$ cat src/rtl/code_query_fsm.sv
// code_query_fsm: initiator side of the code lookup. Latches a keypad code,
// queries the code database for a fixed latency, then pulses grant or deny.
// Wrong codes are counted; MAX_TRIES in a row trigger a timed lockout.
// Ports:
//   clk, reset         rising-edge clock, synchronous active-high reset
//   key_valid/key_code keypad strobe and 4-bit code
//   db_match           database result, valid DB_LATENCY cycles after query
//   db_enable/db_code  query request and code towards the database
//   grant/deny         one-cycle result pulses to the brew controller
//   busy/locked        not-idle and lockout status
//   try_count          consecutive failed attempts (saturating)
module code_query_fsm #(
    parameter int DB_LATENCY  = 1,
    parameter int MAX_TRIES   = 3,
    parameter int LOCK_CYCLES = 20
) (
    input  logic                             clk,
    input  logic                             reset,
    input  logic                             key_valid,
    input  logic [3:0]                       key_code,
    input  logic                             db_match,
    output logic                             db_enable,
    output logic [3:0]                       db_code,
    output logic                             grant,
    output logic                             deny,
    output logic                             busy,
    output logic                             locked,
    output logic [$clog2(MAX_TRIES+1)-1:0]   try_count
);

    localparam int TW = $clog2(MAX_TRIES + 1);
    localparam int WW = (DB_LATENCY > 1) ? $clog2(DB_LATENCY) : 1;
    localparam int LW = (LOCK_CYCLES > 1) ? $clog2(LOCK_CYCLES) : 1;

    localparam logic [WW-1:0] WLAST = WW'(DB_LATENCY - 1);
    localparam logic [LW-1:0] LLAST = LW'(LOCK_CYCLES - 1);
    localparam logic [TW-1:0] TMAX  = TW'(MAX_TRIES);

    typedef enum logic [2:0] {
        IDLE,
        QUERY,
        WAIT,
        RESULT,
        LOCKOUT
    } state_t;

    state_t        state;
    state_t        state_n;
    logic [WW-1:0] wait_cnt;
    logic [LW-1:0] lock_cnt;
    logic          match_q;
    logic [TW-1:0] try_inc;
    logic          wait_done;
    logic          lock_done;

    assign wait_done = (wait_cnt == WLAST);
    assign lock_done = (lock_cnt == LLAST);

    // Saturating increment; the counter never wraps.
    assign try_inc = (try_count == TMAX) ? TMAX
                                         : try_count + TW'(1);

    always_ff @(posedge clk) begin
        if (reset) begin
            state <= IDLE;
        end else begin
            state <= state_n;
        end
    end

    always_comb begin
        state_n   = state;
        db_enable = 1'b0;
        grant     = 1'b0;
        deny      = 1'b0;
        locked    = 1'b0;
        busy      = (state != IDLE);
        case (state)
            IDLE: begin
                if (key_valid) begin
                    state_n = QUERY;
                end
            end
            QUERY: begin
                db_enable = 1'b1;
                state_n   = WAIT;
            end
            WAIT: begin
                db_enable = 1'b1;
                if (wait_done) begin
                    state_n = RESULT;
                end
            end
            RESULT: begin
                if (match_q) begin
                    grant   = 1'b1;
                    state_n = IDLE;
                end else begin
                    deny    = 1'b1;
                    state_n = (try_inc == TMAX) ? LOCKOUT : IDLE;
                end
            end
            LOCKOUT: begin
                locked = 1'b1;
                if (lock_done) begin
                    state_n = IDLE;
                end
            end
            default: state_n = IDLE;
        endcase
    end

    always_ff @(posedge clk) begin
        if (reset) begin
            db_code   <= 4'b0000;
            wait_cnt  <= '0;
            lock_cnt  <= '0;
            match_q   <= 1'b0;
            try_count <= '0;
        end else begin
            if (state == IDLE && key_valid) begin
                db_code <= key_code;
            end
            if (state == QUERY) begin
                wait_cnt <= '0;
            end else if (state == WAIT && !wait_done) begin
                wait_cnt <= wait_cnt + WW'(1);
            end
            // Only the last WAIT cycle carries a valid db_match.
            if (state == WAIT && wait_done) begin
                match_q <= db_match;
            end
            if (state == RESULT) begin
                try_count <= match_q ? '0 : try_inc;
            end
            if (state == LOCKOUT && lock_done) begin
                try_count <= '0;
            end
            if (state != LOCKOUT) begin
                lock_cnt <= '0;
            end else if (!lock_done) begin
                lock_cnt <= lock_cnt + LW'(1);
            end
        end
    end

endmodule

$ cat config.mk
export PLATFORM = sky130hd
export DESIGN_NAME = code_query_fsm
export DESIGN_NICKNAME = d
export VERILOG_FILES = /design/src/rtl/code_query_fsm.sv
export SDC_FILE = /design/constraint.sdc
export NUM_CORES = 1
export LEC_CHECK = 0
export CORE_UTILIZATION = 48
export CTS_CLUSTER_DIAMETER = 150
export DETAILED_ROUTE_END_ITERATION = 8
export PLACE_DENSITY = 0.85
export SLEW_MARGIN = 20
export SYNTH_ARGS = -nofsm -noshare
export SYNTH_HDL_FRONTEND = slang
export SYNTH_SLANG_ARGS = --single-unit
$ cat constraint.sdc
create_clock -name clk -period 2 [get_ports clk]
set_input_delay 0.4 -clock clk [delete_from_list [all_inputs] [get_ports clk]]
set_output_delay 0.4 -clock clk [all_outputs]
set_load 0.05 [all_outputs]
==> metrics.cfg, run 1 <==
[clocking]
cts_root_buffer = clkbuf_4
cts_tree = yes
cts_setup_buffers = 0
cts.sinks = 16
cts_buffer_depth = 2
clk_latency_ns = 0.27
htree_levels = 1
cts.clk_slew.worst_paths_ns = 0.09
numCtsBuffers = 3

[logic_synthesis]
async_flop_share = 0
yosysSeqAreaShare = 0.4588
synth-seq-cells = 16
synth_fa_ha_area_frac = 0.01792
synth.top_cell.area_share = 0.4588
synth.area.top_cells = dfxtp_1 46%, mux2i_1 10%, nor2_1 5.9%
synth_top_family_by_area = simple AND/OR/NAND/NOR gates
synthSimpleGateAreaFrac = 0.2832
syn_area_per_cell_um2 = 9.974
synth-compound-area-share = 0.03226
yosys.area.top_type = dfxtp_1
synthCells = 70
synth_edf_count = 0
yosys_warnings = 0
synth_ff_type = dfxtp_1
synth_nets = 79
synth-xor-area-share = 0.06272
synth.distinct_cells = 29
syn_area_um2 = 698.2
muxShareOfSynthArea = 0.1004

[floorplanning]
pin_count = 19
chipHeight_um = 40.14
start_util = 0.5235
die_area_um2 = 1611
rows = 13
core_um2 = 1334
chipWidth_um = 40.14

[global_routing]
grtUsageTotal = 0.1942
grt_pass1_vias = 482
grt_antenna_before_repair = 0
grt_pass1_wl_mm = 2.042
grt_overflow = 0
grt_max_degree = 11

[worst_setup_path]
worstPathRequired_ns = 1.60
path_cells = clkdlybuf4s50_1
crit_fanout = 4
crit_type = register to output port
cp-start-kind = register
reg2reg_from = state[2]
max_stage_delay_ns = 0.85
cp_data_arrival_time_ns = 1.51
crit_buf_inv = 1
path_delay_family = buffers and inverters
crit_path_start = try_count[1]
cpMaxStageDelayCell = clkdlybuf4s50_1
endpoint_kind = output port

[pwr]
peakVddDrop_uv = 472.0
leakagePower_nw = 0.3625
powerDensity_nw_per_um2 = 696.9

[timing]
rsz0062_at_grt = no
clock_skew_ns = 0.006062
final_hold_viol_count = 0
max_freq_ghz = 0.5238
setup_viol = 0
timing.final.crit_period_ns = 1.909
layout_setup_ws_ns = 0.09098
slew_violations = 0
slew_headroom = 0.6466
timing.final.crit_share = 0.9545
tightest_slew_ns = 0.5285
tns_ns = 0

[route]
vias = 550
drt_first_pass_iters = 4
drtIter0Drc = 3
final_antenna_net_count = 0
wirelength_mm = 1.330
drc = 0
post_drt_wl_per_cell_um = 12.79
viasPerCell = 5.288

[run_status]
status = complete, no violations

[cells_and_area]
final_common_cell = dfxtp_1
mostFrequentLayoutCells = 16 x dfxtp_1, 13 x clkdlybuf4s50_1, 11 x nor2_1
drive_gt1_frac = 0.1685
fin_nets = 100
nFillCells = 105
area_growth_pct = 38.17
diodes = 0

[placement]
dpl_worst_slack_ns = 0.2386
portBuffers = 18
place_congestion = 0.6240
hpwl_mm = 1.047

[worst_hold_path]
hp-class = register to register
hold_path_startpoint = wait_cnt

[flow_run]
maxCapViolCount = 0

[power breakdown]
group	internal [mW]	switching, mW	leakage [nW]	total, mW
sequential	0.331	0.0182	0.130	0.349
combinational	0.0777	0.0874	0.219	0.165
clock	0.0696	0.0882	0.0138	0.158
total	0.478	0.194	0.362	0.672
[Yosys cell counts, types with 2 or more instances]
library cell	instances
a21oi_1	3
dfxtp_1	16
mux2i_1	7
nand2b_1	3
nand3_1	2
nor2_1	11
nor3_1	3
xnor2_1	2
xor2_1	3
[through the flow]
| step | instances | hold slack [ns] | cell area [µm²] | utilization | total power, mW |
|---|---|---|---|---|---|
| 6_report | 104 | 0.4754 | 964.7 | 0.7233 | 0.6723 |
| 2_1_floorplan | 70 | 0.4382 | 709.4 | - | 0.4585 |
| 4_1_cts | 104 | 0.4781 | 955.9 | 0.7167 | 0.6781 |
| 5_1_grt | 104 | 0.4934 | 964.7 | 0.7233 | 0.7010 |
| 3_5_place_dp | 101 | 0.4649 | 933.4 | 0.6998 | 0.5198 |
| 3_3_place_gp | 101 | 0.4581 | 933.4 | 0.6998 | 0.5170 |
[path summary, 6_finish.rpt]
| kind | end | slack [ns] | cells past startpoint |
|---|---|---|---|
| worst min-delay path | wait_cnt | 0.48 | 2 |
| worst max-delay path | try_count[1] | 0.09 | 1 |
| worst max register to register | lock_cnt[3] | 0.49 | 3 |
| worst min register to register | wait_cnt | 0.48 | 2 |
[registers in the layout (all words and copies together), names as in the netlist]
register	flops
wait_cnt	1
match_q	1
state	3
lock_cnt	5
db_code	4
try_count	2
[repair_timing]
action,4_1_cts,5_1_grt
gates resized for setup,0,1
setup endpoints to repair,0,1
hold buffers,0,0
[per-layer routing]
metal	GRT usage	wire length, µm
met4	0.07759	9
met1	0.2363	592
met2	0.3347	680
met5	0	0
met3	0.03333	47
[cell type report]
class                   count  area [µm²]  area share
flip-flops and latches     16       320.3      0.3320
clock buffers               3       22.52     0.02335
multi-input cells          49       366.6      0.3800
well taps                  15       18.77     0.01946
repair buffers             20       232.7      0.2412
inverters                   1       3.754    0.003891
[cell families (layout without fill, tap and decap cells)]
kind of cell,count (synthesis),after routing
AND/OR/NAND/NOR,32,32
flip-flops,16,16
multiplexers,7,7
XOR/XNOR,5,5
buffers and inverters,5,24
AO/OA/AOI/OAI,4,4
adder cells (fa/ha/maj),1,1
No activity file was read; power rests on OpenSTA's default activity.
==> inputs of run 2 (changes only) <==
--- a/config.mk
+++ b/config.mk
@@ -9,6 +9,7 @@
 export CTS_CLUSTER_DIAMETER = 150
 export DETAILED_ROUTE_END_ITERATION = 8
 export PLACE_DENSITY = 0.85
+export SETUP_SLACK_MARGIN = 0.2
 export SLEW_MARGIN = 20
 export SYNTH_ARGS = -nofsm -noshare
 export SYNTH_HDL_FRONTEND = slang
==> run 2 against run 1 <==
- worst hold slack worse by 0.0018 ns
- via count down 1.3%
- register-to-register slack better by 0.16 ns
- clock power rose by 30%
- utilization increased by 0.75 points
- combinational power barely moved
- final area grew 1.0%
- cell count is 0.96% higher
==> metrics.cfg, run 2 (synthesized netlist as in run 1, its figures left out) <==
[floorplanning]
chipHeight_um = 40.14  ; unchanged
pin_count = 19  ; unchanged
rows = 13  ; unchanged
core_um2 = 1334  ; unchanged
chipWidth_um = 40.14  ; unchanged
die_area_um2 = 1611  ; unchanged
start_util = 0.5235  ; unchanged

[worst_setup_path]
crit_type = register to output port  ; unchanged
endpoint_kind = output port  ; unchanged
worstPathRequired_ns = 1.60  ; about the same
cp_data_arrival_time_ns = 1.32  ; was 1.51 ns
crit_fanout = 10  ; was 4
cp-start-kind = register  ; unchanged

[cells_and_area]
fin_nets = 100  ; unchanged
top_regs = lock_cnt x5, db_code x4, state x3  ; unchanged
area_growth_pct = 39.61  ; was 38.17%
multi_input_area_um2 = 366.6  ; unchanged
final_cells = 105  ; was 104
mostFrequentLayoutCells = 13 x dfxtp_1, 11 x nor2_1, 7 x mux2i_1, 7 x clkdlybuf4s50_1, 6 x dlygate4sd2_1  ; was 16 x dfxtp_1, 13 x clkdlybuf4s50_1, 11 x nor2_1
largest_reg_flops = 5  ; unchanged
drive_gt1_frac = 0.2111  ; was 0.1685
final_common_cell = dfxtp_1  ; unchanged
post-route-util = 0.7308  ; was 0.7233
diodes = 0  ; unchanged
nFillCells = 105  ; unchanged
top_register = lock_cnt  ; unchanged
seq_area_um2 = 324.1  ; was 320.3 µm²

[placement]
place_inst = 101  ; unchanged
portBuffers = 18  ; unchanged
place_congestion = 0.6469  ; was 0.6240
hpwl_mm = 1.005  ; was 1.047 mm

[flow_run]
maxCapViolCount = 0  ; unchanged

[global_routing]
use_met3 = 0.03333  ; unchanged
grtUsageTotal = 0.1963  ; was 0.1942
grt_antenna_before_repair = 0  ; unchanged
grt_overflow = 0  ; unchanged
use_met2 = 0.2984  ; was 0.3347
top_usage_layer = met2  ; unchanged
use_met1 = 0.2526  ; was 0.2363
grt_pass1_wl_mm = 2.028  ; was 2.042 mm
grt_max_degree = 11  ; unchanged
grt_pass1_vias = 470  ; was 482

[clocking]
cts_tree = yes  ; unchanged
cts_buffer_depth = 2  ; unchanged
clk_latency_ns = 0.27  ; about the same
cts_setup_buffers = 0  ; unchanged
cts.sinks = 16  ; unchanged
cts_root_buffer = clkbuf_4  ; unchanged
cts.clk_slew.worst_paths_ns = 0.09  ; about the same
htree_levels = 1  ; unchanged
numCtsBuffers = 3  ; unchanged

[timing]
timing.final.crit_period_ns = 1.724  ; was 1.909 ns
hold_ws_ns = 0.4736  ; was 0.4754 ns
setup_viol = 0  ; unchanged
timing.final.crit_share = 0.8622  ; was 0.9545
slew_headroom = 0.6681  ; was 0.6466
clock_skew_ns = 0.002215  ; was 0.006062 ns
max_freq_ghz = 0.5799  ; was 0.5238 GHz
final_hold_viol_count = 0  ; unchanged
rsz0062_at_grt = no  ; unchanged
tightest_slew_ns = 0.4999  ; was 0.5285 ns
tns_ns = 0  ; unchanged
slew_violations = 0  ; unchanged

[pwr]
cell_internal_pwr_mw = 0.5157  ; was 0.4784 mW
comb_power_share = 0.226  ; was 0.246
power.share.sequential = 0.488  ; was 0.520
p_sw_frac = 0.2807  ; was 0.2884
clockPowerShare = 0.286  ; was 0.235
powerDensity_nw_per_um2 = 735.6  ; was 696.9 nW/µm²
leakagePower_nw = 0.3963  ; was 0.3625 nW
peakVddDrop_uv = 579.8  ; was 472.0 µV
p_sw_mw = 0.2012  ; was 0.1939 mW

[worst_hold_path]
hp-class = register to register  ; unchanged

[route]
drtIter0Drc = 8  ; was 3
post_drt_wl_per_cell_um = 12.52  ; was 12.79 µm
vias = 543  ; was 550
viasPerCell = 5.171  ; was 5.288
final_antenna_net_count = 0  ; unchanged
wirelength_mm = 1.315  ; was 1.330 mm
drc = 0  ; unchanged
drt_first_pass_iters = 4  ; unchanged

[run_status]
status = complete, no violations  ; unchanged

[run 2: layout make-up]
| type | count | share of cell area |
|---|---|---|
| inverters | 1 | 0.003851 |
| multi-input cells | 49 | 0.3761 |
| well taps | 15 | 0.01926 |
| flip-flops and latches | 16 | 0.3325 |
| clock buffers | 4 | 0.03723 |
| repair buffers | 20 | 0.2311 |
[run 2: stage by stage]
stage                     setup WS (ns)  total power [mW]  cell area, µm²
final                            0.2756            0.7170           974.7
after global routing             0.2151            0.7491           974.7
after CTS                        0.2755            0.7241           974.7
after detailed placement         0.2665            0.5229           942.2
after global placement           0.2822            0.5202           942.2
after floorplan                  0.3587            0.4615           718.2
[run 2: power by group through the flow]
stage	combinational, mW	sequential, mW	clock (mW)
floorplan	0.0915	0.370	0
global placement	0.164	0.356	0
detailed placement	0.166	0.356	0
CTS	0.163	0.350	0.212
global route	0.170	0.353	0.226
finish	0.162	0.350	0.205
[run 2: metal layers]
layer / wire length [µm] / part of all wire / vias to the layer above
met5: 0 / 0 / -
met3: 52 / 0.040 / 2
met1: 614 / 0.47 / 246
met4: 21 / 0.016 / 0
met2: 626 / 0.48 / 14
li1: - / - / 281
[run 2: path summary, 6_finish.rpt]
kind,slack (ns),cells past startpoint,endpoint,startpoint
min reg2reg,0.47,2,wait_cnt,wait_cnt
min,0.47,2,wait_cnt,wait_cnt
max,0.28,3,grant,state[2]
max reg2reg,0.65,3,lock_cnt[3],state[2]
[run 2: worst max-delay path, cell delays in order, from the launching register on]
cell,delay (ns)
dfxtp_2,0.45
and3b_1,0.24
and2_1,0.20
buf_12,0.16
[run 2: timing repair]
action / in CTS / in global routing
endpoints found under the setup margin: 8 / 0
hold buffers: 0 / 0
resized for setup: 9 / 0
